--- src/rtl/iseq_disp_pkg.sv ---
// Shared types and helpers for the instruction-sequence multi-channel dispatcher.
package iseq_disp_pkg;

  typedef enum logic [1:0] {
    IDLE  = 2'd0,
    RUN   = 2'd1,
    DRAIN = 2'd2
  } disp_state_e;

  localparam int unsigned ARB_RR    = 0;
  localparam int unsigned ARB_FIXED = 1;
  localparam int unsigned COUNT_W   = 16;

  // Channel-index width; a single channel still needs one bit of index.
  function automatic int unsigned ch_id_w(input int unsigned num_ch);
    return (num_ch > 1) ? int'($clog2(num_ch)) : 1;
  endfunction

endpackage

--- src/rtl/iseq_rr_arbiter.sv ---
// Channel arbiter: round-robin after last_grant, or fixed lowest-index priority.
module iseq_rr_arbiter
  import iseq_disp_pkg::*;
#(
  parameter int unsigned NUM_CH  = 2,
  parameter int unsigned CH_ID_W = 1
) (
  input  logic [NUM_CH-1:0]  req_i,
  input  logic [CH_ID_W-1:0] last_grant_i,
  input  logic               mode_i,
  output logic [NUM_CH-1:0]  gnt_o,
  output logic [CH_ID_W-1:0] gnt_idx_o,
  output logic               gnt_valid_o
);

  int unsigned        cand;
  logic [CH_ID_W-1:0] cand_idx;
  logic               found;

  // Scan candidates in priority order and take the first requester
  always_comb begin
    gnt_o       = '0;
    gnt_idx_o   = '0;
    gnt_valid_o = 1'b0;
    cand        = 0;
    cand_idx    = '0;
    found       = 1'b0;
    for (int unsigned i = 0; i < NUM_CH; i++) begin
      if (mode_i == 1'(ARB_FIXED)) begin
        cand = i;
      end else begin
        cand = 32'(last_grant_i) + i + 1;
        if (cand >= NUM_CH) cand = cand - NUM_CH;
      end
      cand_idx = cand[CH_ID_W-1:0];
      if (!found && req_i[cand_idx]) begin
        found            = 1'b1;
        gnt_idx_o        = cand_idx;
        gnt_o[cand_idx]  = 1'b1;
      end
    end
    gnt_valid_o = found;
  end

endmodule

--- src/rtl/iseq_multi_dispatcher.sv ---
// Multi-FIFO instruction dispatcher: arbitrates FWFT instruction FIFOs into one
// registered valid/ack output stream per run. Optional macro ISEQ_DISP_COUNT_EN
// builds the accepted-instruction counter; otherwise instr_count reads zero.
module iseq_multi_dispatcher
  import iseq_disp_pkg::*;
#(
  parameter  int unsigned NUM_CH   = 2,
  parameter  int unsigned INSTR_W  = 32,
  parameter  int unsigned ARB_MODE = 0,
  localparam int unsigned CH_ID_W  = ch_id_w(NUM_CH)
) (
  input  logic                      clk,
  input  logic                      rst_n,
  input  logic                      process_iseq,
  input  logic                      periodic_read_lock,
  input  logic [NUM_CH-1:0]         fifo_empty,
  input  logic [NUM_CH*INSTR_W-1:0] fifo_data,
  output logic [NUM_CH-1:0]         fifo_rd,
  output logic                      instr_valid,
  output logic [INSTR_W-1:0]        instr_data,
  output logic [CH_ID_W-1:0]        instr_ch,
  input  logic                      instr_ack,
  output logic                      dispatcher_busy,
  output logic                      run_done,
  output logic [COUNT_W-1:0]        instr_count
);

  disp_state_e        state_q, state_d;
  logic               valid_q;
  logic [INSTR_W-1:0] data_q;
  logic [CH_ID_W-1:0] ch_q;
  logic [CH_ID_W-1:0] last_q;
  logic               busy_q;
  logic               done_q;

  logic [NUM_CH-1:0]  req;
  logic [NUM_CH-1:0]  gnt;
  logic [CH_ID_W-1:0] gnt_idx;
  logic               gnt_any;
  logic               grant;
  logic               handshake;
  logic [INSTR_W-1:0] head [NUM_CH];

  assign handshake = valid_q & instr_ack;

  // Only channels with data are eligible, and only while running and unlocked
  always_comb begin
    req = '0;
    if (state_q == RUN && !periodic_read_lock) req = ~fifo_empty;
  end

  iseq_rr_arbiter #(
    .NUM_CH  (NUM_CH),
    .CH_ID_W (CH_ID_W)
  ) u_arb (
    .req_i        (req),
    .last_grant_i (last_q),
    .mode_i       (1'(ARB_MODE)),
    .gnt_o        (gnt),
    .gnt_idx_o    (gnt_idx),
    .gnt_valid_o  (gnt_any)
  );

  // A grant needs room in the output register, either empty or emptying now
  assign grant   = gnt_any & (~valid_q | instr_ack);
  assign fifo_rd = grant ? gnt : '0;

  // Split the flat head-word bus into per-channel words
  always_comb begin
    for (int unsigned c = 0; c < NUM_CH; c++) begin
      head[c] = fifo_data[c*INSTR_W +: INSTR_W];
    end
  end

  // Run sequencing: leave RUN only once every FIFO is empty, not on lock
  always_comb begin
    state_d = state_q;
    case (state_q)
      IDLE:    if (process_iseq) state_d = RUN;
      RUN:     if (&fifo_empty && !grant) state_d = DRAIN;
      DRAIN:   if (!valid_q || instr_ack) state_d = IDLE;
      default: state_d = IDLE;
    endcase
  end

  // State, output register and arbitration history
  always_ff @(posedge clk or negedge rst_n) begin
    if (!rst_n) begin
      state_q <= IDLE;
      valid_q <= 1'b0;
      data_q  <= '0;
      ch_q    <= '0;
      last_q  <= CH_ID_W'(NUM_CH - 1);
      busy_q  <= 1'b0;
      done_q  <= 1'b0;
    end else begin
      state_q <= state_d;
      busy_q  <= (state_d != IDLE);
      done_q  <= (state_q == DRAIN) && (state_d == IDLE);
      if (grant) begin
        valid_q <= 1'b1;
        data_q  <= head[gnt_idx];
        ch_q    <= gnt_idx;
        last_q  <= gnt_idx;
      end else if (handshake) begin
        valid_q <= 1'b0;
      end
    end
  end

  assign instr_valid     = valid_q;
  assign instr_data      = data_q;
  assign instr_ch        = ch_q;
  assign dispatcher_busy = busy_q;
  assign run_done        = done_q;

`ifdef ISEQ_DISP_COUNT_EN
  logic [COUNT_W-1:0] count_q;

  // Accepted-instruction counter, restarted per run and held at full scale
  always_ff @(posedge clk or negedge rst_n) begin
    if (!rst_n) begin
      count_q <= '0;
    end else if (state_q == IDLE && process_iseq) begin
      count_q <= '0;
    end else if (handshake && count_q != '1) begin
      count_q <= count_q + COUNT_W'(1);
    end
  end

  assign instr_count = count_q;
`else
  assign instr_count = '0;
`endif

endmodule

--- config.mk ---
export PLATFORM = sky130hd
export DESIGN_NAME = iseq_multi_dispatcher
export DESIGN_NICKNAME = d
export VERILOG_FILES = /design/src/rtl/iseq_disp_pkg.sv /design/src/rtl/iseq_rr_arbiter.sv /design/src/rtl/iseq_multi_dispatcher.sv
export SDC_FILE = /design/constraint.sdc
export NUM_CORES = 1
export LEC_CHECK = 0
export ABC_AREA = 1
export BUFFER_PORTS_ARGS = -buffer_cell sky130_fd_sc_hd__buf_4
export CAP_MARGIN = 40
export CORE_MARGIN = 1.5
export CORE_UTILIZATION = 45
export DETAILED_ROUTE_END_ITERATION = 8
export GPL_TIMING_DRIVEN = 0
export PLACE_DENSITY = 0.81
export SYNTH_ARGS = -nofsm -noshare
export SYNTH_HDL_FRONTEND = slang
export SYNTH_SLANG_ARGS = --single-unit
--- constraint.sdc ---
create_clock -name clk -period 1.3 [get_ports clk]
set_input_delay 0.13 -clock clk [delete_from_list [all_inputs] [get_ports clk]]
set_output_delay 0.13 -clock clk [all_outputs]
set_load 0.01 [all_outputs]
Word level (Yosys, flattened, before mapping)
Index checks and enable logic that the tools add are counted.
{"block": "op_classes", "n_reduce_logical": 16, "add_sub_neg": 4, "n_eq_ne": 2, "div_mod_pow": 0, "magnitude_cmp": 7, "n_mul": 0, "n_mux": 27, "n_shift": 0, "n_bitwise": 7}
{"operator": "2-to-1 mux 32 bit", "n": 3}
{"operator": "greater-or-equal comparator 32 x 2 -> 1 bit, second input constant", "n": 1}
{"operator": "2-to-1 mux 1 bit", "n": 14}
{"operator": "2-to-1 mux 2 bit", "n": 7}
{"operator": "logical AND 1 bit", "n": 6}
{"operator": "one-hot mux 2 bit (3 select lines)", "n": 1}
{"operator": "greater-or-equal comparator 2 bit, second input constant", "n": 2}
{"operator": "logical NOT 1 bit", "n": 4}
{"operator": "logical NOT 2 bit", "n": 2}
{"operator": "< comparator 1 x 2 -> 1 bit, second input constant", "n": 2}
{"operator": "nonzero test 2 bit", "n": 2}
{"operator": "adder 2 x 1 -> 3 bit, second input constant", "n": 1}
{"operator": "adder 1 x 1 -> 2 bit, second input constant", "n": 1}
{"operator": "bitwise AND 1 bit", "n": 2}
{"operator": "demux 1 bit (select 1 bit)", "n": 2}
{"operator": "equality test 2 x 1 -> 1 bit, second input constant", "n": 1}
{"operator": "equality test 2 bit, second input constant", "n": 1}
{"operator": "greater-or-equal comparator 1 bit, second input constant", "n": 2}
{"operator": "NOT 1 -> 2 bit", "n": 1}
{"operator": "NOT 2 bit", "n": 1}
{"operator": "OR 2 bit", "n": 1}
{"operator": "AND reduction 2 bit", "n": 1}
{"operator": "subtractor 1 bit, second input constant", "n": 2}
{"operator": "logical OR 1 bit", "n": 1}
{"operator": "2 further kinds", "n": 2}
{"block": "word_totals", "input_bits": 71, "latchBits": 0, "regBits": 39, "memories": 0, "word_cells": 70, "output_inout_bits": 54, "mem_bits_rw": 0, "romBits": 0}

Longest topological paths before layout
Gate-level depths: netlist of the first run.
{"block": "depth", "ltp_word": 16, "depth_mapped": 9}

Hierarchy
A second synthesis of the first run with hierarchy kept.
{"block": "unflattened", "cells_unflattened": 272, "area_unflattened_um2": 2254.7}
{"mod": "iseq_multi_dispatcher", "cells_each": 264, "area_per_inst_um2": 2218.4, "instances": 1}
{"mod": "iseq_rr_arbiter", "cells_each": 8, "area_per_inst_um2": 36.3, "instances": 1}

Worst setup path after synthesis of the first run
OpenSTA, ideal clock, no wires.
{"block": "synth_timing", "kind": "register -> output", "from": "reg valid_q (netlist: instr_valid)", "to": "out fifo_rd[0]", "slack_ps": 29, "arrival_ps": 1141, "path_stages_with_launch": 7, "path_cell_list": "dfrtp_1 -> nand2_1 -> nand2_1 -> nor2_4 -> inv_4 -> buf_6 -> nor2_1"}
{"block": "synth_via", "elab_chain_len": 4}
{"element": "start, declared", "line": "iseq_multi_dispatcher.sv:29", "text": "logic valid_q;"}
{"element": "start signal, assigned", "line": "iseq_multi_dispatcher.sv:90", "text": "valid_q <= 1'b0;"}
{"element": "start signal, assigned", "line": "iseq_multi_dispatcher.sv:101", "text": "valid_q <= 1'b1;"}
{"element": "start signal, assigned", "line": "iseq_multi_dispatcher.sv:106", "text": "valid_q <= 1'b0;"}
{"element": "NOT 1 bit", "line": "iseq_multi_dispatcher.sv:65", "text": "assign grant = gnt_any & (~valid_q | instr_ack);"}
{"element": "OR 1 bit", "line": "iseq_multi_dispatcher.sv:65"}
{"element": "bitwise AND 1 bit", "line": "iseq_multi_dispatcher.sv:65"}
{"element": "2-to-1 mux 2 bit", "line": "iseq_multi_dispatcher.sv:66", "text": "assign fifo_rd = grant ? gnt : '0;"}
{"element": "end, declared", "line": "iseq_multi_dispatcher.sv:18", "text": "output logic [NUM_CH-1:0] fifo_rd,"}
Every way passes these cells.

Worst setup path in the final report of the first run
{"block": "layout_timing", "from": "reg state_q[1]", "to": "out fifo_rd[0]"}
{"block": "layout_via", "elab_chain_len": 11}
{"element": "start, declared", "line": "iseq_multi_dispatcher.sv:28", "text": "disp_state_e state_q, state_d;"}
{"element": "start signal, assigned", "line": "iseq_multi_dispatcher.sv:97", "text": "state_q <= state_d;"}
{"element": "equality test 2 x 1 -> 1 bit *", "line": "iseq_multi_dispatcher.sv:49", "text": "if (state_q == RUN && !periodic_read_lock) req = ~fifo_empty;"}
{"element": "logical AND 1 bit *", "line": "iseq_multi_dispatcher.sv:49"}
{"element": "2-to-1 mux 2 bit *", "line": "iseq_multi_dispatcher.sv:49"}
{"element": "2-to-1 mux 1 bit (implied by the code) (2 in a row)", "line": "iseq_rr_arbiter.sv:36", "text": "if (!found && req_i[cand_idx]) begin"}
{"element": "2-to-1 mux 1 bit", "line": "iseq_rr_arbiter.sv:36"}
{"element": "logical NOT 1 bit", "line": "iseq_rr_arbiter.sv:36"}
{"element": "logical AND 1 bit", "line": "iseq_rr_arbiter.sv:36"}
{"element": "2-to-1 mux 1 bit", "line": "iseq_rr_arbiter.sv:36"}
{"element": "bitwise AND 1 bit", "line": "iseq_multi_dispatcher.sv:65"}
{"element": "2-to-1 mux 2 bit *", "line": "iseq_multi_dispatcher.sv:66"}
Every way passes the cells marked *; elsewhere a longest branch is shown, timed or not. The select of a mux whose other input is x is not followed.

==> results of run 1 <==
-- cells by family (layout without fill, tap and decap cells) --
| group | after synthesis | in the layout |
|---|---|---|
| AOI/OAI and AO/OA | 2 | 2 |
| buffers and inverters | 104 | 233 |
| DFF | 39 | 39 |
| other | 1 | 16 |
| and+or+nand+nor | 183 | 183 |
-- critical path, cell delays in order, from the launching register on --
cell,delay (ns)
dfrtp_1,0.41
inv_2,0.08
nand2_4,0.05
inv_2,0.06
nand2_2,0.06
nor2_4,0.12
inv_4,0.05
buf_6,0.12
nor2_4,0.08
buf_6,0.10
-- final timing paths --
check	end	start	slack, ns	depth (start not counted)
hold reg to reg	instr_data[15]	instr_data[15]	0.48	2
setup reg to reg	instr_data[1]	state_q[1]	-0.14	11
hold / removal	instr_data[5]	fifo_data[5]	0.14	5
setup / recovery	fifo_rd[0]	state_q[1]	-0.26	9
min in group asynchronous	instr_data[20]	rst_n	0.36	2
max in group asynchronous	last_q	rst_n	0.59	2
-- what timing repair did --
action | CTS | global route
pin swaps | 1 | 6
hold buffers | 1 | 0
setup endpoints to repair | 33 | 37
resized for setup | 4 | 38
hold endpoints to repair | 38 | 0
buffers inserted | 4 | 7
cloned | 0 | 2
-- sequential cells by signal, indices dropped and copies added (netlist names) --
signal	flops
instr_valid	1
instr_ch	1
instr_data	32
run_done	1
dispatcher_busy	1
state_q	2
last_q	1
-- per-layer routing --
layer  vias to the layer above  wire, µm  GRT usage, %
met5                         -         0             0
met2                        84      3050          39.0
met4                         0        41          4.04
met3                         6       429          4.61
li1                       1232         -             -
met1                      1078      2530          25.6
-- cell usage in the layout (no fill, tap or decap), drive strengths merged --
cell type      n
dlygate4sd3    1
dfrtp         38
clkbuf        12
a21oi          1
nor2           7
inv           73
o21ai          1
nand4          1
conb          16
buf          147
nand2        109
nand3         66
dfstp          1
-- per-stage QoR --
step	utilization (%)	hold slack [ns]	power (W)	area, µm²
after floorplan	-	-0.166	0.00304	2350
after global placement	67.4	0.127	0.00414	3250
after detailed placement	67.4	0.135	0.00420	3250
after CTS	70.6	0.117	0.00515	3400
after global routing	75.0	0.153	0.00569	3610
final	75.0	0.140	0.00533	3610
-- where the power goes --
part	leakage, nW	internal (W)	switching [W]
clock	0.0515	0.000484	0.000389
sequential	0.481	0.00171	0.000314
combinational	1.69	0.00127	0.00116
total	2.22	0.00346	0.00187
-- cell type report --
class	count	area (µm²)
Fill cell	425	1210
Sequential cell	39	977
Timing Repair Buffer	121	968
Multi-Input combinational cell	201	943
Inverter	73	277
Buffer	31	262
Clock buffer	8	100
Tap cell	67	83.8
==> results.md, run 1 <==
* Synth Area in Compound Gates at 0.927%
* # DRC at 0
* Synth area leaders: dfrtp_1 (41%), nand2_1 (17%), nand3_1 (14%)
* Area fraction of the dominant cell type after synthesis at 41.4%
* Antenna violations before repair at 0
* WS Path Type: flip-flop to primary output
* Clock Skews at 0.00609 ns
* CTS tree: done
* Failing checks: negative setup slack
* Drt initial violations at 102
* Fmax at 642 MHz
* Largest net degree at the start of global routing at 40
* Yosys reg bits at 39
* Post-Synth Adder-Cell Area at 0%
* Congestion Overflow GR at 0
* Most instantiated library cell after synthesis: nand2_1
* Xor/xnor share of the synthesized area at 0%
* GRT Resource Usage Total at 21.2%
* Die area at 5540 µm²
* Cell row count at 25
* Fraction of layout cells with a size suffix above 1 at 39.3%
* Mux share of post-synthesis cell area at 0%
* Post-synth cell types at 17
* CP endpoint kind: primary output
* Hold Vio Cnt, Final at 0
* # diodes at 0
* Hold WC Path Type: primary input to flip-flop
* First-pass GRT wire length at 9100 µm
* Die Width at 74.4 µm
* H-Tree Depth at 2
* Routed vias at 2400
* CTS max path bufs at 2
* Worst setup SP type: flip-flop
* Final cell count without fillers at 540
* Post-synth top cells: nand2_1 (106), inv_1 (69), nand3_1 (66)
* Final setup viols at 37
* Clock-pin slew on the worst setup and hold paths at 0.07 ns
* Gate Count Post-Synth at 329
* Top-Level Pins at 125
* Clk sinks at 39
* Most used flip-flop cell after synthesis: dfrtp_1
* Vias in the first global route at 2158
* DP HPWL at 4350 µm
* FFs w/ async S/R, synth at 100%
* CTS root buf: clkbuf_8
* Max-cap violations at 0
* Post-placement cell count at 519
* RSZ-0062 raised after global routing: yes
* Minimum clock period at 1.56 ns
* Final critical-path share of the clock period at 120%
* GPL Wtd Cong at 0.770
* Simple logic cell fraction of the synthesized area at 34.6%
* Final ANT Viol Nets at 0
* Setup WS post-layout at -0.258 ns
* Final Slew Violations at 0
* P_leak at 2.22 nW
* DR vias/cell at 4.44
* Pre-CTS setup slack at -0.143 ns
* Critical path peak fanout at 3
* Clock latency at the later pin of the worst-skew pair at 0.28 ns
* Crit path DAT at 1.43 ns
* # port buffers at 108
* Main combinational cell family by area after synthesis: simple AND/OR/NAND/NOR gates
* TritonRoute pass-1 iters at 4
* # nets final at 543
* Avg WL per Cell at 11.2 µm
* Post-synth top area cell: dfrtp_1
* Number of synthesized flops with an enable pin at 0
* Setup tns final at -3.62 ns
* Maximum VDD drop at 0.00102 V
* Initial Utilization at 47.6%
* Post-Route WL at 6060 µm
* Mapped Avg Cell Area at 6.97 µm²
* Outcome: complete, but fails checks
* Area grow syn2layout at 57.4%
* Synth Warn # at 0
* DIE HEIGHT at 74.4 µm
* TritonCTS buffer count at 5
* Sequential area share after synthesis at 42.6%
* Synthesized area at 2290 µm²
* PwrDens at 1480 nW/µm²
* Core ar. at 4820 µm²
* CP required at 1.17 ns
(Power assumes the default switching activity.)
==> run 2, diff against run 1 <==
==> constraint.sdc (replaced) <==
create_clock -name clk -period 1.7 [get_ports clk]
set_input_delay 0.34 -clock clk [delete_from_list [all_inputs] [get_ports clk]]
set_output_delay 0.34 -clock clk [all_outputs]
set_load 0.01 [all_outputs]
==> run 2 against run 1 <==
  * Design area fell by 5.5%
  * Sequential power down 25%
  * Critical path type unchanged
  * Flip-flop and latch count is the same
  * The run now ends clean
  * Largest power group unchanged
  * Register-to-register slack better by 0.29 ns
  * Non-clock buffer count decreased by 7
  * Clock power is 24% lower
  * Sequential share of layout area is 1.6 points higher
  * Total power fell by 27%
  * Hold slack got worse by 0.11 ns
==> results.md, run 2 (synthesis gave the netlist of run 1 again) <==
* Critical Path Max Stage Delay at 0.56 ns (+0.15 ns)
* First-pass GRT wire length at 9220 µm (+1.3%)
* Switching Fraction at 34.8% (-0.25 points)
* GRT Resource Usage Total at 21.6% (+0.37 points)
* CP required at 1.36 ns (+0.19 ns)
* Critical path peak fanout at 10 (+7)
* Outcome: finished clean
* Most common cell after layout, fill and taps aside: buf_4
* WS Path Type: flip-flop to primary output
* Final ANT Viol Nets at 0 (unchanged)
* Fmax at 603 MHz
* Worst setup SP type: flip-flop
* DIE HEIGHT at 74.4 µm (unchanged)
* Vias in the first global route at 2176 (+0.83%)
* CP endpoint kind: primary output
* Final critical-path share of the clock period at 97.5%
* DP HPWL at 4350 µm (unchanged)
* Die area at 5540 µm² (unchanged)
* Avg WL per Cell at 10.9 µm (-3.0%)
* GPL Wtd Cong at 0.770 (unchanged)
* # nets final at 536 (-1.3%)
* Drt initial violations at 93 (-8.8%)
* Crit path DAT at 1.32 ns (-0.11 ns)
* Antenna violations before repair at 0 (unchanged)
* Switch Pwr at 0.00135 W (-28%)
* M2 GR Usage at 40.1% (+1.1 points)
* Max-cap violations at 0 (unchanged)
* CTS tree: done
* Most used cell along the critical path: buf_4
* FILL cells at 454 (+6.8%)
* Area grow syn2layout at 48.7%
* Max reg flops at 32 (unchanged)
* CTS max path bufs at 2 (unchanged)
* Fraction of layout cells with a size suffix above 1 at 35.6% (-3.7 points)
* Final Util at 70.8% (-4.1 points)
* # DRC at 0 (unchanged)
* TritonRoute pass-1 iters at 4 (unchanged)
* Final setup viols at 0 (-100%)
* GR Util met1 at 25.8% (+0.17 points)
* Clk sinks at 39 (unchanged)
* Most crowded layer after global routing: met2
* Reg2Reg Depth at 11 (unchanged)
* Top-Level Pins at 125 (unchanged)
* Crit path max-delay cell type: dfstp_2
* TritonCTS buffer count at 5 (unchanged)
* DR vias/cell at 4.40 (-0.97%)
* Crit-path cells: a21oi_4, buf_4, nor2_2, buf_4
* # port buffers at 108 (unchanged)
* Clock Skews at 0.00497 ns (-0.00112 ns)
* Largest net degree at the start of global routing at 40 (unchanged)
* Clock-pin slew on the worst setup and hold paths at 0.07 ns (about the same)
* Commonest cells after routing, fill and taps aside: buf_4 (135), nand2_1 (105), inv_1 (69)
* Setup tns final at 0 ns (+3.62 ns)
* Part of the power in combinational logic at 44.0% (-1.7 points)
* Initial Utilization at 47.6% (unchanged)
* # diodes at 0 (unchanged)
* Minimum clock period at 1.66 ns
* Final Slew Violations at 0 (unchanged)
* Met3 Track Usage GR at 4.61% (unchanged)
* Die Width at 74.4 µm (unchanged)
* Overall Power at 0.00389 W (-27%)
* Routed vias at 2346 (-2.3%)
* Multi-input gate area at 898 µm² (-4.8%)
* P_leak at 2.15 nW (-3.1%)
* Maximum VDD drop at 0.000768 V (-25%)
* RSZ-0062 raised after global routing: yes
* Crit-path leading delay family: flip-flops
* Hold Vio Cnt, Final at 0 (unchanged)
* Int Power at 0.00254 W (-27%)
* # hold bufs at CTS at 0 (-1)
* Storage cell area at 977 µm² (unchanged)
* Flop pwr share at 39.0% (+1.1 points)
* Clock latency at the later pin of the worst-skew pair at 0.28 ns (about the same)
* H-Tree Depth at 2 (unchanged)
* Core ar. at 4820 µm² (unchanged)
* Buffers & Inverters on Critical Path at 2 (-3)
* Clock power frac at 17.0% (+0.6 points)
* Hold WC Path Type: primary input to async pin
* Cell row count at 25 (unchanged)
* Critical path depth in cells at 4 (-5)
* Congestion Overflow GR at 0 (unchanged)
* CTS root buf: clkbuf_8
* Post-Route WL at 5800 µm (-4.2%)
* PwrDens at 1140 nW/µm² (-23%)
-- run 2: cell types whose count changed in the layout (fill, tap and decap cells not counted), sizes merged --
cell	change
buf	-2
clkbuf	-4
dlygate4sd3	-1
-- run 2: layout make-up --
type                    instances  share of cell area [%]
repair buffers                115                    25.3
flip-flops and latches         39                    28.6
well taps                      67                    2.46
inverters                      73                    8.10
multi-input cells             201                    26.3
plain buffers                  30                    6.23
clock buffers                   8                    2.93
-- run 2: power groups by stage --
stage          Sequential, W  Combinational, W  Clock (W)
2_1_floorplan        0.00168          0.000646          0
3_3_place_gp         0.00152           0.00165          0
3_5_place_dp         0.00153           0.00168          0
4_1_cts              0.00152           0.00172   0.000697
5_1_grt              0.00156           0.00191   0.000716
6_report             0.00152           0.00171   0.000662
-- run 2: layer usage --
layer / share of wire [%] / up-vias
met5: 0 / -
met4: 0.41 / 0
met3: 7.4 / 2
met2: 51 / 85
met1: 41 / 1043
li1: - / 1216
-- run 2: timing repair --
action,in CTS,in global routing
setup buffers,5,2
pin swaps,3,2
setup endpoints to repair,2,4
gates resized for setup,5,2
-- run 2: per-stage QoR --
stage	hold slack (ns)	cells	worst slack (ns)	area, µm²
floorplan	0.0444	344	0.219	2350
global placement	0.337	519	0.0281	3250
detailed placement	0.345	519	0.0249	3250
CTS	0.0326	531	-0.00171	3390
global route	0.0639	533	-0.0290	3410
finish	0.0283	533	0.0426	3410
-- run 2: worst paths after layout --
path,start,end,slack (ns)
min in group clk,fifo_data[5],instr_data[5],0.35
setup reg to reg,state_q[1],instr_data[19],0.15
hold reg to reg,instr_data[15],instr_data[15],0.48
max in group asynchronous,rst_n,last_q,1.31
hold / removal,rst_n,instr_data[20],0.03
setup / recovery,last_q,fifo_rd[0],0.04
-- run 2: worst reg2reg max path: cells and delay by family, from the launching register on --
kind	cells	cell delay [ns]
flops	1	0.41
buf+inv	6	0.70
simple gates	5	0.35
==> run 3, diff against run 2 <==
--- a/config.mk
+++ b/config.mk
@@ -13,6 +13,8 @@
 export DETAILED_ROUTE_END_ITERATION = 8
 export GPL_TIMING_DRIVEN = 0
 export PLACE_DENSITY = 0.81
+export RECOVER_POWER = 25
 export SYNTH_ARGS = -nofsm -noshare
 export SYNTH_HDL_FRONTEND = slang
+export SYNTH_HIERARCHICAL = 1
 export SYNTH_SLANG_ARGS = --single-unit
==> run 3 against run 2 <==
  * The flow now finishes with violations (negative setup slack)
  * Sequential power grew 6%
  * Hold slack improved by 0.16 ns
  * Via count down 10%
  * Critical endpoint is now fifo_rd[1]
  * Largest cell class unchanged
  * Largest power group unchanged
==> results.md, run 3 <==
* Largest net degree at the start of global routing at 40 (unchanged)
* Headroom to the max-slew limit at 36.7%
* # diodes at 0 (unchanged)
* Number of synthesized flops with an enable pin at 0 (unchanged)
* CTS root buf: clkbuf_8
* Clock latency at the later pin of the worst-skew pair at 0.29 ns (about the same)
* Max-cap violations at 0 (unchanged)
* Mapped Avg Cell Area at 8.29 µm² (+19%)
* Synth Warn # at 6 (+6)
* Routed vias at 2105 (-10%)
* Area grow syn2layout at 57.0%
* Synthesized area at 2250 µm² (-1.7%)
* Avg WL per Cell at 11.2 µm (+3.3%)
* Clock-pin slew on the worst setup and hold paths at 0.08 ns (about the same)
* P_leak at 1.99 nW (-7.8%)
* CP endpoint kind: primary output
* Part of the power in combinational logic at 47.5% (+3.5 points)
* Critical path peak fanout at 4 (-6)
* FFs w/ async S/R, synth at 100% (unchanged)
* Gate Count Post-Synth at 272 (-17%)
* Maximum VDD drop at 0.000710 V (-7.6%)
* TritonCTS buffer count at 5 (unchanged)
* Post-synth top cells: nand2_1 (100), inv_1 (40), dfrtp_1 (38)
* Antenna violations before repair at 0 (unchanged)
* Final critical-path share of the clock period at 108% (+10 points)
* Post-synth top area cell: dfrtp_1
* Most instantiated library cell after synthesis: nand2_1
* GRT Resource Usage Total at 20.2% (-1.3 points)
* RSZ-0062 raised after global routing: yes
* Flop pwr share at 33.5% (-5.5 points)
* Most used flip-flop cell after synthesis: dfrtp_1
* Fmax at 546 MHz (-9.4%)
* Sequential area share after synthesis at 43.3% (+0.76 points)
* Commonest cells after routing, fill and taps aside: buf_4 (132), nand2_1 (99), inv_1 (39)
* Crit path DAT at 1.49 ns (+0.17 ns)
* Setup WS post-layout at -0.130 ns (-0.173 ns)
* Hold WC Path Type: primary input to async pin
* Die Width at 73.8 µm (-0.84%)
* Core ar. at 4790 µm² (-0.65%)
* TritonRoute pass-1 iters at 4 (unchanged)
* # nets final at 484 (-9.7%)
* CTS tree: done
* Area fraction of the dominant cell type after synthesis at 42.2% (+0.74 points)
* Top-Level Pins at 125 (unchanged)
* DR vias/cell at 4.38 (-0.57%)
* Minimum clock period at 1.83 ns (+0.173 ns)
* Clock Skews at 0.00985 ns (+0.00488 ns)
* Switch Pwr at 0.00168 W (+24%)
* Vias in the first global route at 1996 (-8.3%)
* # DRC at 0 (unchanged)
* Worst setup SP type: flip-flop
* Cell row count at 25 (unchanged)
* Yosys reg bits at 39 (unchanged)
* Congestion Overflow GR at 0 (unchanged)
* Hold Vio Cnt, Final at 0 (unchanged)
* Initial Utilization at 47.1% (-0.53 points)
* CTS max path bufs at 2 (unchanged)
* Max reg flops at 32 (unchanged)
* Fraction of layout cells with a size suffix above 1 at 49.0% (+13 points)
* GPL Wtd Cong at 0.757 (-1.7%)
* DIE HEIGHT at 73.8 µm (-0.84%)
* Post-Route WL at 5400 µm (-6.8%)
* Drt initial violations at 37 (-60%)
* Failing checks: negative setup slack
* Outcome: complete, but fails checks
* Die area at 5440 µm² (-1.7%)
* Final Util at 74.0% (+3.1 points)
* Fin area at 3540 µm² (+3.7%)
* Post-synth cell types at 23 (+6)
* CP required at 1.36 ns (about the same)
* PwrDens at 1360 nW/µm² (+19%)
* Final setup viols at 2 (+2)
* Clock power frac at 19.0% (+2.0 points)
* Worst-margin pin slew at 0.949 ns
* Cell Area, Placed at 3210 µm² (-1.1%)
* Final ANT Viol Nets at 0 (unchanged)
* Synth area leaders: dfrtp_1 (42%), nand2_1 (17%), o211ai_2 (11%)
* # port buffers at 108 (unchanged)
* Final Slew Violations at 0 (unchanged)
* Most common cell after layout, fill and taps aside: buf_4
* First-pass GRT wire length at 8540 µm (-7.3%)
* Overall Power at 0.00480 W (+23%)
* Clk sinks at 39 (unchanged)
* Switching Fraction at 35.1% (+0.27 points)
* Int Power at 0.00312 W (+23%)
* DP HPWL at 4070 µm (-6.5%)
* H-Tree Depth at 2 (unchanged)
* WS Path Type: flip-flop to primary output
[run 3: worst max-delay path, cell delays in order (launching register included)]
cell	delay (ns)
dfrtp_1	0.42
nor2_4	0.15
nand2_4	0.08
nor2_4	0.11
or2_4	0.14
nand2_4	0.07
nor2_4	0.12
buf_6	0.11
[run 3: layout make-up]
type,instances,area [µm²]
plain buffers,29,284
clock buffers,5,68.8
clock inverters,3,67.6
fillers,389,1250
inverters,43,169
multi-input cells,176,977
flip-flops and latches,39,977
well taps,67,83.8
repair buffers,119,912
[run 3: path summary, 6_finish.rpt]
path / cells after the start / slack, ns / start / to
max in group asynchronous: 1 / 0.93 / rst_n / run_done
min in group clk: 3 / 0.27 / fifo_data[5] / instr_data[5]
hold / removal: 1 / 0.18 / rst_n / instr_data[5]
setup / recovery: 7 / -0.13 / state_q[1] / fifo_rd[1]
hold reg to reg: 2 / 0.48 / last_q / last_q
setup reg to reg: 10 / 0.04 / state_q[1] / instr_data[24]
[run 3: cells by family (layout without fill, tap and decap cells)]
logic type / after synthesis / count (layout) / synth area share (%)
AND/OR/NAND/NOR: 126 / 126 / 23.4
flip-flops: 39 / 39 / 43.3
buffers and inverters: 73 / 199 / 18.0
other: 1 / 17 / 0.166
AO/OA/AOI/OAI: 33 / 33 / 15.1
[run 3: timing repair]
| action | CTS | global route |
|---|---|---|
| gates resized for setup | 12 | 20 |
| gates cloned | 0 | 1 |
| setup endpoints to repair | 34 | 38 |
| hold buffers | 0 | 0 |
| setup buffers | 5 | 6 |
| pin swaps | 7 | 9 |
[run 3: per-layer routing]
metal,up-vias,routed length [µm],global-route usage [%]
li1,1089,-,-
met1,928,2170,23.5
met2,84,2780,35.8
met3,4,414,5.62
met4,0,41,6.38
met5,-,0,0
[run 3: power by group through the flow]
stage,clock network (W),registers [W],logic [W]
after floorplan,0,0.00179,0.000920
after global placement,0,0.00161,0.00204
after detailed placement,0,0.00162,0.00209
after CTS,0.000933,0.00161,0.00217
after global routing,0.000978,0.00166,0.00250
final,0.000911,0.00161,0.00228
[run 3: through the flow]
stage	std cells	hold WS, ns	setup WS [ns]	setup TNS [ns]
detailed placement	463	0.340	-0.157	-3.49
finish	481	0.185	-0.130	-0.241
floorplan	288	0.0444	0.00577	0
global placement	463	0.334	-0.154	-2.50
global route	481	0.263	-0.197	-0.905
CTS	475	0.0207	-0.125	-0.250
